===== src/rtl/risc_v_mike_mem_arbiter.sv =====
// Two-port memory bus arbiter for the multicycle core. It shares the bus between
// the CPU port and the debug/loader port with round-robin and a burst cap. Grants
// are combinational from the registered owner state. Read data comes back one
// cycle after the read grant.
// Optional build macro RISC_V_MIKE_ARB_DBG_HALT_EN adds dbg_halt/halt_ack. While
// halt is active the CPU is locked out and the debug port holds the bus uncapped.
module risc_v_mike_mem_arbiter #(
  parameter int unsigned ADDR_W    = 32,
  parameter int unsigned DATA_W    = 32,
  parameter int unsigned MAX_BURST = 8
) (
  input  logic              clk,
  input  logic              rst,
  input  logic              cpu_req,
  input  logic              cpu_we,
  input  logic [ADDR_W-1:0] cpu_addr,
  input  logic [DATA_W-1:0] cpu_wdata,
  output logic              cpu_gnt,
  output logic              cpu_rvalid,
  output logic [DATA_W-1:0] cpu_rdata,
  output logic              cpu_stall,
  input  logic              dbg_req,
  input  logic              dbg_we,
  input  logic [ADDR_W-1:0] dbg_addr,
  input  logic [DATA_W-1:0] dbg_wdata,
  output logic              dbg_gnt,
  output logic              dbg_rvalid,
  output logic [DATA_W-1:0] dbg_rdata,
  output logic [ADDR_W-1:0] mem_addr,
  output logic              mem_write,
  output logic              mem_read,
  output logic [DATA_W-1:0] mem_wdata,
  input  logic [DATA_W-1:0] mem_rdata,
  output logic [1:0]        owner
`ifdef RISC_V_MIKE_ARB_DBG_HALT_EN
  ,
  input  logic              dbg_halt,
  output logic              halt_ack
`endif
);

  localparam logic [1:0] ST_IDLE = 2'b00;
  localparam logic [1:0] ST_CPU  = 2'b01;
  localparam logic [1:0] ST_DBG  = 2'b10;

  localparam int unsigned     CNT_W    = (MAX_BURST > 1) ? $clog2(MAX_BURST) : 1;
  localparam logic [CNT_W-1:0] CNT_LAST = CNT_W'(MAX_BURST - 1);

  logic [1:0]       state_q, state_d;
  logic [CNT_W-1:0] cnt_q, cnt_d;
  logic             last_dbg_q, last_dbg_d;
  logic             cpu_rvalid_q, dbg_rvalid_q;
  logic [DATA_W-1:0] cpu_rdata_q, dbg_rdata_q;
  logic             halt;
  logic             cpu_ok;
  logic             cnt_at_cap;

`ifdef RISC_V_MIKE_ARB_DBG_HALT_EN
  assign halt = dbg_halt;
`else
  assign halt = 1'b0;
`endif

  assign cpu_ok     = cpu_req & ~halt;
  assign cnt_at_cap = (cnt_q == CNT_LAST);

  assign cpu_gnt = (state_q == ST_CPU) & cpu_req;
  assign dbg_gnt = (state_q == ST_DBG) & dbg_req;
  // Gated by rst so that every output reads 0 while reset is held.
  assign cpu_stall = rst & cpu_req & ~cpu_gnt;
  assign owner     = state_q;

  assign cpu_rvalid = cpu_rvalid_q;
  assign cpu_rdata  = cpu_rdata_q;
  assign dbg_rvalid = dbg_rvalid_q;
  assign dbg_rdata  = dbg_rdata_q;

  // Drive the memory bus from whichever port holds a grant this cycle.
  always_comb begin
    mem_addr  = '0;
    mem_wdata = '0;
    mem_write = 1'b0;
    mem_read  = 1'b0;
    if (cpu_gnt) begin
      mem_addr  = cpu_addr;
      mem_wdata = cpu_wdata;
      mem_write = cpu_we;
      mem_read  = ~cpu_we;
    end else if (dbg_gnt) begin
      mem_addr  = dbg_addr;
      mem_wdata = dbg_wdata;
      mem_write = dbg_we;
      mem_read  = ~dbg_we;
    end
  end

  // Next owner, burst count and round-robin history.
  always_comb begin
    state_d    = state_q;
    cnt_d      = cnt_q;
    last_dbg_d = last_dbg_q;
    case (state_q)
      ST_IDLE: begin
        cnt_d = '0;
        if (cpu_ok && dbg_req) state_d = last_dbg_q ? ST_CPU : ST_DBG;
        else if (cpu_ok)       state_d = ST_CPU;
        else if (dbg_req)      state_d = ST_DBG;
      end
      ST_CPU: begin
        if (cpu_ok) begin
          if (!cnt_at_cap) begin
            cnt_d = cnt_q + CNT_W'(1);
          end else if (dbg_req) begin
            state_d    = ST_DBG;
            cnt_d      = '0;
            last_dbg_d = 1'b0;
          end
        end else begin
          // A halt ends the CPU burst right after the grant of this cycle.
          state_d    = dbg_req ? ST_DBG : ST_IDLE;
          cnt_d      = '0;
          last_dbg_d = 1'b0;
        end
      end
      ST_DBG: begin
        if (dbg_req) begin
          if (!halt) begin
            if (!cnt_at_cap) begin
              cnt_d = cnt_q + CNT_W'(1);
            end else if (cpu_req) begin
              state_d    = ST_CPU;
              cnt_d      = '0;
              last_dbg_d = 1'b1;
            end
          end
        end else begin
          state_d    = cpu_ok ? ST_CPU : ST_IDLE;
          cnt_d      = '0;
          last_dbg_d = 1'b1;
        end
      end
      default: begin
        state_d = ST_IDLE;
        cnt_d   = '0;
      end
    endcase
  end

  // Arbitration state registers.
  always_ff @(posedge clk or negedge rst) begin
    if (!rst) begin
      state_q    <= ST_IDLE;
      cnt_q      <= '0;
      last_dbg_q <= 1'b1;
    end else begin
      state_q    <= state_d;
      cnt_q      <= cnt_d;
      last_dbg_q <= last_dbg_d;
    end
  end

  // Capture read data at the end of each read grant cycle and route it to the port that issued the read.
  always_ff @(posedge clk or negedge rst) begin
    if (!rst) begin
      cpu_rvalid_q <= 1'b0;
      dbg_rvalid_q <= 1'b0;
      cpu_rdata_q  <= '0;
      dbg_rdata_q  <= '0;
    end else begin
      cpu_rvalid_q <= cpu_gnt & ~cpu_we;
      dbg_rvalid_q <= dbg_gnt & ~dbg_we;
      if (cpu_gnt && !cpu_we) cpu_rdata_q <= mem_rdata;
      if (dbg_gnt && !dbg_we) dbg_rdata_q <= mem_rdata;
    end
  end

`ifdef RISC_V_MIKE_ARB_DBG_HALT_EN
  logic halt_ack_q;
  assign halt_ack = halt_ack_q;

  // Acknowledge the halt once the CPU will no longer own the bus.
  always_ff @(posedge clk or negedge rst) begin
    if (!rst) halt_ack_q <= 1'b0;
    else      halt_ack_q <= dbg_halt & (state_d != ST_CPU);
  end
`endif

endmodule

===== config.mk =====
export PLATFORM = sky130hd
export DESIGN_NAME = risc_v_mike_mem_arbiter
export DESIGN_NICKNAME = d
export VERILOG_FILES = /design/src/rtl/risc_v_mike_mem_arbiter.sv
export SDC_FILE = /design/constraint.sdc
export NUM_CORES = 1
export LEC_CHECK = 0
export CORE_AREA = 2 2 117 119
export CTS_BUF_LIST = sky130_fd_sc_hd__clkbuf_4
export CTS_CLUSTER_DIAMETER = 150
export DETAILED_ROUTE_END_ITERATION = 10
export DIE_AREA = 0 0 119 121
export GPL_ROUTABILITY_DRIVEN = 0
export PLACE_DENSITY = 0.84
export SYNTH_ARGS = -nofsm -noshare
export SYNTH_HDL_FRONTEND = slang
export SYNTH_SLANG_ARGS = --single-unit

===== constraint.sdc =====
create_clock -name clk -period 1.9 [get_ports clk]
set_input_delay 0.285 -clock clk [delete_from_list [all_inputs] [get_ports clk]]
set_output_delay 0.285 -clock clk [all_outputs]
set_load 0.03 [all_outputs]

Word level (Yosys, flattened, before mapping)
Cells that the tools add are included.
- add/sub/neg operators: 1
- eq/ne operators: 9
- mux-type cells: 34
- bitwise logic cells: 9
- reduce and logical (&&, ||, !) cells: 10
- operator list (cell ; number):
    two-way mux 32 bit ; 4
    two-way mux 2 bit ; 10
    two-way mux 3 bit ; 6
    inequality test 3 bit, second input constant ; 4
    two-way mux 1 bit ; 11
    inequality test 4 bit, second input constant ; 2
    bitwise AND 1 bit ; 6
    case mux 2 bit (3 select lines) ; 1
    case mux 3 bit (2 select lines) ; 1
    AND reduction 5 bit ; 1
    adder 3 x 1 -> 3 bit, second input constant ; 1
    equality test 3 bit, second input constant ; 1
    logical AND 1 bit ; 3
    NOT 1 bit ; 3
    AND reduction 3 bit ; 1
    equality test 2 x 1 -> 1 bit, second input constant ; 1
    equality test 2 bit, second input constant ; 1
    logical NOT 1 bit ; 2
    logical NOT 2 bit ; 1
    case mux 1 bit (2 select lines) ; 1
    AND reduction 2 bit ; 1
    nonzero test 2 bit ; 1
- bits in registers: 72
- bits of input ports: 166
- output and inout bits: 137
- logic and storage cells: 70

Longest topological paths before layout
Gate-level depths: netlist of run 1.
- depth in word-level cells: 4
- gate-level depth with buffers: 10
- depth with buffers taken out: 8

Worst setup path before layout of run 1
OpenSTA, ideal clock, no wires.
- path kind: register -> output
- start: register state_q[1], in the netlist owner[1]
- end: output mem_read
- data arrival time: 2267 ps
- required time: 1615 ps
- path slack: -652 ps
- stages on the path, launching flop included: 7
- path buffers: 2
- path through: dfrtp_1 -> inv_1 -> ha_1 -> and2_1 -> buf_4 -> clkbuf_1 -> o21ai_0
- elaborated cells on any way between the ends: 6
- classes of those cells: 2 x eq/ne; 2 x mux; 2 x bitwise
- RTL lines (item ; RTL line ; text):
    start, declared ; 49 ; logic [1:0] state_q, state_d;
    start signal, assigned ; 156 ; state_q <= state_d;
    equality test 2 x 1 -> 1 bit ; 67 ; assign cpu_gnt = (state_q == ST_CPU) & cpu_req;
    bitwise AND 1 bit ; 67 ;
    net cpu_gnt ; 18 ; output logic cpu_gnt,
    two-way mux 1 bit ; 84 ; if (cpu_gnt) begin
    end, declared ; 31 ; output logic mem_read,
The timed path passes the listed nets, and every way through them passes these cells.

Worst setup path in the final report of run 1
- start: register state_q[1], in the netlist owner[1]
- end: output mem_addr[26]
- cells in the longest elaborated chain, start to end: 4
- elaborated cells on any way between the ends: 6
- classes of those cells: 2 x eq/ne; 2 x mux; 2 x bitwise
- RTL lines (item ; RTL line ; text):
    equality test 2 bit ; 68 ; assign dbg_gnt = (state_q == ST_DBG) & dbg_req;
    bitwise AND 1 bit ; 68 ;
    two-way mux 32 bit ; 89 ; end else if (dbg_gnt) begin
    two-way mux 32 bit * ; 84 ;
    end, declared ; 29 ; output logic [ADDR_W-1:0] mem_addr,
Mark *: on every way between the ends. The rest lies on a longest branch, timed or not.

==> results.py, run 1 <==
metrics = {
    "outcome": {
        "status": "finished with violations",
        "violations": "negative setup slack",
    },
    "die": {
        "io_pins": 303,
        "dieArea_um2": 14400,
        "initial_core_util_pct": 28.05,
        "fp.dieW_um": 119,
        "die_h_um": 121,
        "row_count": 42,
        "core_area_um2": 13090,
    },
    "logic_synthesis": {
        "synth_area_um2": 3670,
        "synthDistinctLibCells": 29,
        "synth_warnings": 0,
        "syn_inst": 344,
        "yosys.area_share.adder_pct": 2.046,
        "synth_seq_area_share_pct": 49.13,
        "syn_avg_cell_area_um2": 10.67,
        "synth-seq-cells": 72,
        "synth_top_family_by_area": "compound AO/OA/AOI/OAI gates",
        "synthMuxAreaShare_pct": 12.68,
        "yosys.area_share.simple_pct": 12.10,
        "synth_compound_area_share_pct": 18.96,
        "synth_xor_area_share_pct": 0,
        "syn_nets": 516,
    },
    "timing": {
        "hold_viol": 0,
        "period_needed_ns": 2.262,
        "fmaxAchievable_mhz": 442.0,
        "maxSlewHeadroom_pct": 39.92,
        "setup_viol": 67,
        "rsz0062_at_grt": "yes",
        "setup_ws_ns": -0.3625,
        "final_max_slew_viol_count": 0,
        "period_share_pct": 119.1,
        "finClkSkew_ns": 0.01404,
        "worst_pin_slew_ns": 0.9012,
    },
    "clocking": {
        "clk_path_buf_depth": 2,
        "clk_pin_slew_ns": 0.11,
        "cts_root_buffer": "clkbuf_4",
        "cts_sinks": 72,
        "clock_latency_ns": 0.41,
        "cts-buffers-inserted": 9,
        "cts_tree": "yes",
        "ctsHoldBuffers": 0,
        "h-tree-depth": 3,
    },
    "drt": {
        "vias": 4146,
        "vias_per_cell": 4.889,
        "drc": 0,
        "route.antenna.remaining_nets": 0,
        "wl_um": 16650,
        "drt_pass1_iterations": 5,
        "wl_per_cell_um": 19.63,
        "dr.first_iter.drc_count": 244,
    },
    "worst_setup_path": {
        "r2r-end": "cpu_rdata[24]",
        "reg2reg_from": "owner[1]",
        "crit_arrival_ns": 1.98,
        "r2r_slack_ns": 0.08,
        "critPathLaunchType": "register",
        "reg2reg_depth": 7,
        "critPathCaptureType": "output pin",
        "crit_fanout": 19,
        "required_ns": 1.62,
        "worst-setup-path-type": "register to output pin",
    },
    "global_routing": {
        "grt_remaining_overflow": 0,
        "track_usage_pct": 22.44,
        "grt_pass1_vias": 4413,
        "antenna_found_initial": 1,
        "grt_max_degree": 73,
        "grt_pass1_wl_um": 24650,
    },
    "final_layout": {
        "num_antenna_cells": 0,
        "fillers": 1044,
        "drive_gt1_share_pct": 34.23,
        "finalNonFillerCells": 848,
        "nets": 840,
        "area_delta_synth_final_pct": 112.9,
    },
    "job": {
        "maxCapViolCount": 0,
    },
    "pwr": {
        "ir_drop_mv": 0.6241,
        "power.density_nw_per_um2": 1400,
        "p_leak_nw": 3.679,
    },
    "placement": {
        "dp_slack_ns": -0.03799,
        "placed_cells": 824,
        "hpwlAfterDp_um": 13010,
        "numPortBuffers": 302,
    },
    "worst_hold_path": {
        "hp-class": "input pin to asynchronous set/reset pin",
    },
}
## Yosys cell counts
cell type	instances	area [µm²]
a21boi_0	1	7.510
a21oi_1	7	35.03
a22o_1	65	569.3
a22oi_1	1	7.510
a2bb2oi_1	1	8.760
a31oi_1	1	6.260
a32oi_1	1	8.760
and2_1	1	6.260
buf_2	14	70.07
buf_4	1	7.510
buf_6	4	45.04
clkbuf_1	8	30.03
dfrtp_1	71	1777
dfstp_2	1	26.28
ha_1	6	75.07
inv_1	8	30.03
inv_2	1	3.750
mux2_2	4	45.04
mux2_4	28	420.4
nand2_1	100	375.4
nand2b_1	2	12.51
nor2_1	6	22.52
nor2b_1	2	12.51
nor3b_1	2	15.01
o21ai_0	3	15.01
o22a_1	1	8.760
o22ai_1	2	12.51
o31ai_1	1	7.510
o32ai_1	1	8.760
## worst max-delay path by stage
stage / from / endpoint
2_1_floorplan: owner[0] / mem_read
3_3_place_gp: cpu_req / cpu_rdata[29]
3_5_place_dp: cpu_req / cpu_rdata[20]
4_1_cts: owner[1] / mem_addr[26]
5_1_grt: owner[1] / mem_addr[26]
6_report: owner[1] / mem_addr[26]
## placed cells by master (no fill, tap or decap), types with 5 or more instances in the layout
master and instances:
a21oi_1 7, a22o_1 5, a22o_2 27, a22o_4 33, buf_12 14, buf_4 32
buf_6 56, clkbuf_4 10, clkdlybuf4s50_1 230, dfrtp_1 69, inv_1 5, mux2_4 28
nand2_1 99, nor2_1 5
## report_power, final
group	switching, W	leakage [nW]	internal [W]
clock	0.000528	0.0665	0.000409
combinational	0.00379	2.72	0.00354
sequential	0.000436	0.888	0.00224
total	0.00475	3.68	0.00619
## cell type report
cell class	count	area [µm²]	area share [%]
clock inverters	5	57.56	0.7367
repair buffers	340	3563	45.61
flip-flops and latches	72	1805	23.11
clock buffers	10	75.07	0.9609
inverters	9	33.78	0.4324
well taps	176	220.2	2.819
multi-input cells	236	2057	26.33
## per-stage QoR
| step | instance area (µm²) | hold WS, ns | total power [W] | utilization [%] | setup TNS (ns) |
|---|---|---|---|---|---|
| floorplan | 4000 | -0.01059 | 0.006549 | - | -2.127 |
| global placement | 7277 | 0.4584 | 0.009411 | 55.61 | -0.5792 |
| detailed placement | 7277 | 0.4615 | 0.009580 | 55.61 | -0.8448 |
| CTS | 7745 | 0.1319 | 0.01092 | 59.19 | -23.65 |
| global route | 7812 | 0.1943 | 0.01143 | 59.71 | -26.84 |
| finish | 7812 | 0.1263 | 0.01094 | 59.71 | -21.49 |
## timing repair
action | 4_1_cts | 5_1_grt
cloned | 1 | 0
setup endpoints to repair | 68 | 68
buffers inserted | 4 | 4
pin swaps | 2 | 0
gates resized for setup | 72 | 7
## per-layer routing
layer | wire (µm) | track usage, % | up-vias
li1 | - | - | 1866
met1 | 5743 | 23.08 | 1996
met2 | 8758 | 41.45 | 241
met3 | 1479 | 7.613 | 41
met4 | 655 | 9.449 | 2
met5 | 13 | 0 | -
## worst max-delay path: stages, from the launching register on
cell	delay (ns)
dfrtp_2	0.45
inv_2	0.09
ha_4	0.13
and2_4	0.17
nor2_4	0.06
buf_12	0.13
buf_16	0.16
a22o_4	0.23
buf_12	0.14
## flip-flops by register name (all words and copies together), names as in the netlist
signal / count
cnt_q: 3
cpu_rdata: 32
cpu_rvalid: 1
dbg_rdata: 32
dbg_rvalid: 1
last_dbg_q: 1
owner: 2
## cells by family after synthesis
| family | count (synthesis) |
|---|---|
| simple gates | 113 |
| fa+ha+maj | 6 |
| buf+inv | 36 |
| mux | 32 |
| flops | 72 |
| compound gates | 85 |
(Power assumes the default switching activity.)
==> run 2: changes to the inputs <==
--- a/config.mk
+++ b/config.mk
@@ -5,13 +5,15 @@
 export SDC_FILE = /design/constraint.sdc
 export NUM_CORES = 1
 export LEC_CHECK = 0
-export CORE_AREA = 2 2 117 119
+export ABC_AREA = 1
+export CORE_AREA = 2 2 116 118
 export CTS_BUF_LIST = sky130_fd_sc_hd__clkbuf_4
 export CTS_CLUSTER_DIAMETER = 150
 export DETAILED_ROUTE_END_ITERATION = 10
-export DIE_AREA = 0 0 119 121
+export DIE_AREA = 0 0 118 120
 export GPL_ROUTABILITY_DRIVEN = 0
-export PLACE_DENSITY = 0.84
+export PLACE_DENSITY_LB_ADDON = 0.1
 export SYNTH_ARGS = -nofsm -noshare
 export SYNTH_HDL_FRONTEND = slang
 export SYNTH_SLANG_ARGS = --single-unit
+export TNS_END_PERCENT = 10
==> run 2 against run 1 <==
  * The flow still finishes with violations (negative setup slack)
  * Clock skew is 0.0050 ns lower
  * Via count is 14% higher
  * Worst setup slack better by 0.14 ns
  * Global-route usage is 0.37 points higher
  * Sequential power is 3% lower
  * Final cell count is 20% higher
  * Die area is 1.7% lower
  * Core utilization is 2.9 points higher
  * Non-clock buffer count stayed put
  * Power is 0.38% higher
  * Critical path type unchanged
  * Largest power group unchanged
==> results.py, run 2 <==
metrics = {
    "clocking": {
        "cts_root_buffer": "clkbuf_4",
        "h-tree-depth": 3,
        "cts_tree": "yes",
        "clk_pin_slew_ns": 0.12,
        "clock_latency_ns": 0.41,
        "cts-buffers-inserted": 9,
        "clk_path_buf_depth": 2,
        "cts_sinks": 72,
    },
    "logic_synthesis": {
        "synthMuxAreaShare_pct": 0,
        "yosys.area_share.simple_pct": 30.38,
        "synth_seq_area_share_pct": 45.85,
        "synth_warnings": 0,
        "synthArstFlopShare_pct": 100.0,
        "synthFlopType": "dfrtp_1",
        "synth_area_um2": 3933,
        "synth_compound_area_share_pct": 11.99,
        "synth_top_family_by_area": "simple AND/OR/NAND/NOR gates",
        "yosys.area_share.adder_pct": 1.909,
        "syn_inst": 521,
        "synthMostInstantiatedCell": "nand2_1",
        "synth.area.top_cells": "dfrtp_1 45%, nand2_1 20%, nand3_1 8.9%",
        "syn_nets": 693,
        "synth_xor_area_share_pct": 0,
        "syn_avg_cell_area_um2": 7.548,
        "synth_top_area_share_pct": 45.18,
        "synthDistinctLibCells": 24,
        "synth_edf_count": 0,
        "synthTopCellsByCount": "208 x nand2_1, 71 x dfrtp_1, 70 x nand3_1, 40 x inv_1, 24 x o21ai_1",
        "synth-seq-cells": 72,
        "synth_top_cell_by_area": "dfrtp_1",
    },
    "worst_setup_path": {
        "cp_num_buf_inv": 4,
        "cp_top_family": "buffers and inverters",
        "cp_cell_sequence": "buf_4 > ha_4 > nand2_4 > clkinv_8 > buf_12 > nand3_1 > nand2_1 > buf_6",
        "crit_arrival_ns": 1.83,
        "critPathLaunchType": "register",
        "crit_fanout": 22,
        "cpMaxStageDelayCell": "dfrtp_2",
        "critPathMaxStageDelay_ns": 0.44,
        "required_ns": 1.62,
        "critPathCaptureType": "output pin",
        "worst-setup-path-type": "register to output pin",
    },
    "pwr": {
        "power.density_nw_per_um2": 1351,
        "ir_drop_mv": 0.9382,
        "pwr-share-seq_pct": 23.5,
        "power_switching_w": 0.004985,
        "combPwrFrac_pct": 65.4,
        "clkPwrFrac_pct": 11.2,
        "switching_share_pct": 45.39,
        "intPower_w": 0.005997,
        "p_leak_nw": 3.816,
    },
    "timing": {
        "rsz0062_at_grt": "yes",
        "maxSlewHeadroom_pct": 72.90,
        "period_needed_ns": 2.120,
        "period_share_pct": 111.6,
        "fmaxAchievable_mhz": 471.8,
        "final.setup.tns_ns": -12.22,
        "setup_viol": 69,
        "final_max_slew_viol_count": 0,
        "setup_ws_ns": -0.2195,
        "worst_pin_slew_ns": 0.4052,
        "finClkSkew_ns": 0.008996,
        "hold_viol": 0,
    },
    "placement": {
        "hpwlAfterDp_um": 12260,
        "dp_slack_ns": 0.005514,
        "numPortBuffers": 302,
    },
    "global_routing": {
        "grt_max_degree": 73,
        "antenna_found_initial": 0,
        "track_usage_pct": 22.81,
        "grt_remaining_overflow": 0,
        "grt_pass1_vias": 4665,
        "grt_pass1_wl_um": 25110,
    },
    "drt": {
        "route.antenna.remaining_nets": 0,
        "vias": 4728,
        "wl_per_cell_um": 16.41,
        "drt_pass1_iterations": 5,
        "wl_um": 16700,
        "drc": 0,
        "vias_per_cell": 4.644,
        "dr.first_iter.drc_count": 276,
    },
    "die": {
        "die_h_um": 120,
        "fp.dieW_um": 118,
        "io_pins": 303,
        "row_count": 42,
        "core_area_um2": 12980,
        "initial_core_util_pct": 30.30,
        "dieArea_um2": 14160,
    },
    "final_layout": {
        "nets": 1009,
        "layout_common_cells": "230 x clkdlybuf4s50_1, 174 x nand2_1, 69 x dfrtp_1",
        "final_common_cell": "clkdlybuf4s50_1",
        "num_antenna_cells": 0,
        "drive_gt1_share_pct": 26.37,
        "area_delta_synth_final_pct": 106.6,
    },
    "outcome": {
        "status": "finished with violations",
        "violations": "negative setup slack",
    },
    "job": {
        "maxCapViolCount": 0,
    },
    "worst_hold_path": {
        "hp-class": "input pin to register",
    },
}
==> run 2: cell types whose count changed in the layout (fill, tap and decap cells not counted), moves of 6 or more <==
cell / delta
buf_12: +6
nand3_2: +24
a22o_2: -27
inv_1: +32
o21ai_2: +22
o21ai_1: +23
buf_4: -7
nand2_1: +75
o21ai_0: +21
nand2_2: +32
mux2_4: -28
a22o_4: -33
nand3_1: +45
==> run 2: path summary, 6_finish.rpt <==
path	start	to	slack, ns	depth (start not counted)
worst max-delay path	owner[1]	mem_wdata[13]	-0.22	8
worst min-delay path	mem_rdata[3]	dbg_rdata[3]	0.42	3
worst max register to register	owner[0]	dbg_rdata[17]	0.21	10
worst min register to register	cpu_rdata[22]	cpu_rdata[22]	0.49	2
max in group asynchronous	rst	last_dbg_q	1.09	3
min in group asynchronous	rst	cpu_rdata[20]	0.47	3
==> run 2: final cells by class <==
cell class	count	area, µm²
clock inverters	6	106.4
multi-input cells	371	2039
inverters	43	191.4
fillers	1126	4853
repair buffers	340	3689
flip-flops and latches	72	1805
clock buffers	10	75.07
well taps	176	220.2
==> run 2: repair_timing <==
| item | 4_1_cts | 5_1_grt |
|---|---|---|
| endpoints found under the hold margin | 71 | 0 |
| resized for setup | 90 | 58 |
| hold buffers | 1 | 0 |
| cloned | 4 | 1 |
| pin swaps | 4 | 10 |
| buffers inserted | 13 | 2 |
| endpoints found under the setup margin | 70 | 70 |
==> run 2: power by group through the flow <==
stage,registers [W],clock network [W],logic (W)
detailed placement,0.00261,0,0.00642
global route,0.00266,0.00133,0.00759
finish,0.00258,0.00123,0.00718
floorplan,0.00387,0,0.00219
global placement,0.00258,0,0.00634
CTS,0.00258,0.00126,0.00706
==> run 2: per-stage QoR <==
stage	utilization, %	cells	instance area [µm²]	total power, W	hold WS [ns]
after global routing	62.61	1018	8127	0.01157	0.4127
after global placement	55.15	983	7158	0.008918	0.4023
after floorplan	-	521	3953	0.006061	-0.01059
after CTS	60.87	1017	7901	0.01090	0.3937
after detailed placement	55.15	983	7158	0.009026	0.4104
final	62.61	1018	8127	0.01098	0.4237
==> run 2: cells by family (layout without fill, tap and decap cells) <==
kind of cell | after synthesis | count (layout)
fa+ha+maj | 6 | 6
simple gates | 288 | 288
buf+inv | 78 | 399
compound gates | 77 | 77
flops | 72 | 72
==> run 2: layer usage <==
metal | GRT usage [%] | vias up | share of wire, %
met3 | 7.082 | 16 | 8.2
met2 | 38.88 | 215 | 51
met5 | 0 | - | 0
li1 | - | 2289 | -
met4 | 5.422 | 0 | 1.2
met1 | 28.27 | 2208 | 40
==> run 2: tightest hold or removal path, cell delays in order <==
cell             delay (ns)
clkdlybuf4s50_1        0.39
inv_1                  0.06
o21ai_1                0.06
==> run 3: changes to the inputs <==
==> constraint.sdc (replaced) <==
create_clock -name clk -period 1.9 [get_ports clk]
set_input_delay 0.19 -clock clk [delete_from_list [all_inputs] [get_ports clk]]
set_output_delay 0.19 -clock clk [all_outputs]
set_load 0.03 [all_outputs]
==> run 3 against run 2 <==
  * The run ends with negative hold slack, negative setup slack left
  * Critical endpoint is now mem_wdata[22]
  * Hold slack worse by 0.43 ns
  * Non-clock buffer count is 2 lower
  * First-iteration DRC count is 40% higher
  * Maximum frequency is 0.98% lower
  * Sequential power hardly changed
  * Sequential share of layout area is 0.19 points lower
  * Power is 1.7% lower
  * Largest power group unchanged
  * Critical path type unchanged
  * Global-route usage is 1.0 points lower
==> results.py, run 3 (same netlist as run 2, synthesis figures left out) <==
metrics = {
    "placement": {
        "numPortBuffers": 302,
        "placed_cell_area_um2": 7224,
        "hpwlAfterDp_um": 12430,
    },
    "die": {
        "fp.dieW_um": 118,
        "die_h_um": 120,
        "row_count": 42,
        "initial_core_util_pct": 30.30,
        "core_area_um2": 12980,
        "io_pins": 303,
        "dieArea_um2": 14160,
    },
    "drt": {
        "wl_um": 17050,
        "vias_per_cell": 4.675,
        "drc": 0,
        "drt_pass1_iterations": 4,
        "dr.first_iter.drc_count": 386,
        "route.antenna.remaining_nets": 0,
        "vias": 4750,
        "wl_per_cell_um": 16.79,
    },
    "global_routing": {
        "grt_pass1_wl_um": 24020,
        "grt_pass1_vias": 4443,
        "grt_remaining_overflow": 0,
        "antenna_found_initial": 1,
        "track_usage_pct": 21.76,
        "grt_max_degree": 73,
    },
    "timing": {
        "fmaxAchievable_mhz": 467.2,
        "setup_viol": 69,
        "rsz0062_at_grt": "yes",
        "worst_pin_slew_ns": 0.8842,
        "setup_ws_ns": -0.2406,
        "final_max_slew_viol_count": 0,
        "maxSlewHeadroom_pct": 41.05,
        "period_needed_ns": 2.141,
        "hold_ws_ns": -0.007830,
        "finClkSkew_ns": 0.006052,
        "hold_viol": 4,
        "period_share_pct": 112.7,
    },
    "pwr": {
        "power_switching_w": 0.004979,
        "p_leak_nw": 3.807,
        "intPower_w": 0.005818,
        "power.density_nw_per_um2": 1319,
        "ir_drop_mv": 0.6827,
        "switching_share_pct": 46.11,
        "clkPwrFrac_pct": 8.4,
        "power_w": 0.01080,
        "pwr-share-seq_pct": 23.8,
        "combPwrFrac_pct": 67.8,
    },
    "final_layout": {
        "layout_common_cells": "230 x clkdlybuf4s50_1, 161 x nand2_1, 71 x dfrtp_1",
        "nets": 1007,
        "post-route-util_pct": 63.05,
        "drive_gt1_share_pct": 27.50,
        "final_common_cell": "clkdlybuf4s50_1",
        "fin_area_um2": 8184,
        "num_antenna_cells": 0,
        "area_delta_synth_final_pct": 108.1,
    },
    "job": {
        "maxCapViolCount": 0,
    },
    "worst_hold_path": {
        "hp-class": "input pin to asynchronous set/reset pin",
    },
    "worst_setup_path": {
        "critPathLaunchType": "register",
        "critPathCaptureType": "output pin",
        "required_ns": 1.71,
        "worst-setup-path-type": "register to output pin",
        "crit_fanout": 9,
        "crit_arrival_ns": 1.95,
    },
    "clocking": {
        "cts-buffers-inserted": 9,
        "h-tree-depth": 3,
        "clk_path_buf_depth": 2,
        "clk_pin_slew_ns": 0.11,
        "cts_sinks": 72,
        "cts_root_buffer": "clkbuf_4",
        "cts_tree": "yes",
        "clock_latency_ns": 0.40,
    },
    "outcome": {
        "status": "finished with violations",
        "violations": "negative hold slack, negative setup slack",
    },
}
-- run 3: power groups by stage --
stage	Clock (W)	Sequential [W]	Combinational (W)
finish	0.000911	0.00257	0.00732
floorplan	0	0.00387	0.00218
global placement	0	0.00257	0.00644
detailed placement	0	0.00260	0.00653
CTS	0.000949	0.00257	0.00695
global route	0.00101	0.00266	0.00771
-- run 3: timing repair --
item,in CTS,in global routing
hold buffers,0,0
setup buffers,6,6
cloned,3,5
pin swaps,4,26
resized for setup,76,87
endpoints found under the setup margin,69,102
-- run 3: metal layers --
layer	up-vias	global-route usage, %	part of all wire [%]
met2	196	34.70	49
met3	26	9.221	8.3
met5	-	0	0.082
li1	2301	-	-
met1	2225	26.88	41
met4	2	6.476	1.9
-- run 3: area by class of cell --
type	count	area (µm²)
inverter	43	180.2
clock buffer	9	67.56
timing repair buffer	338	3779
multi-input combinational	371	2072
clock inverter	7	62.56
tap	176	220.2
fill	1099	4796
sequential	72	1803
-- run 3: per-stage QoR --
stage               std cells  setup slack [ns]  setup TNS (ns)
finish                   1016           -0.2406          -11.61
global route             1016           -0.3475          -18.99
CTS                      1007           -0.2950          -15.56
detailed placement        982           0.09394               0
global placement          982            0.1723               0
floorplan                 521          -0.09996         -0.9410
-- run 3: worst paths after layout --
check | slack (ns) | from | end | depth (start not counted)
setup / recovery | -0.24 | owner[1] | mem_wdata[22] | 9
hold / removal | -0.008 | rst | dbg_rdata[4] | 2
setup reg to reg | 0.15 | owner[0] | last_dbg_q | 9
hold reg to reg | 0.49 | cpu_rdata[30] | cpu_rdata[30] | 2
max in group asynchronous | 1.33 | rst | cpu_rdata[20] | 2
min in group clk | 0.33 | mem_rdata[9] | cpu_rdata[9] | 3
-- run 3: critical path: stages (launching register included) --
cell and delay, ns:
dfrtp_1 0.40, buf_6 0.13, ha_4 0.16, nand2_4 0.07, clkinvlp_4 0.17, buf_4 0.18
buf_8 0.14, nand3_1 0.08, nand2_2 0.07, buf_12 0.14
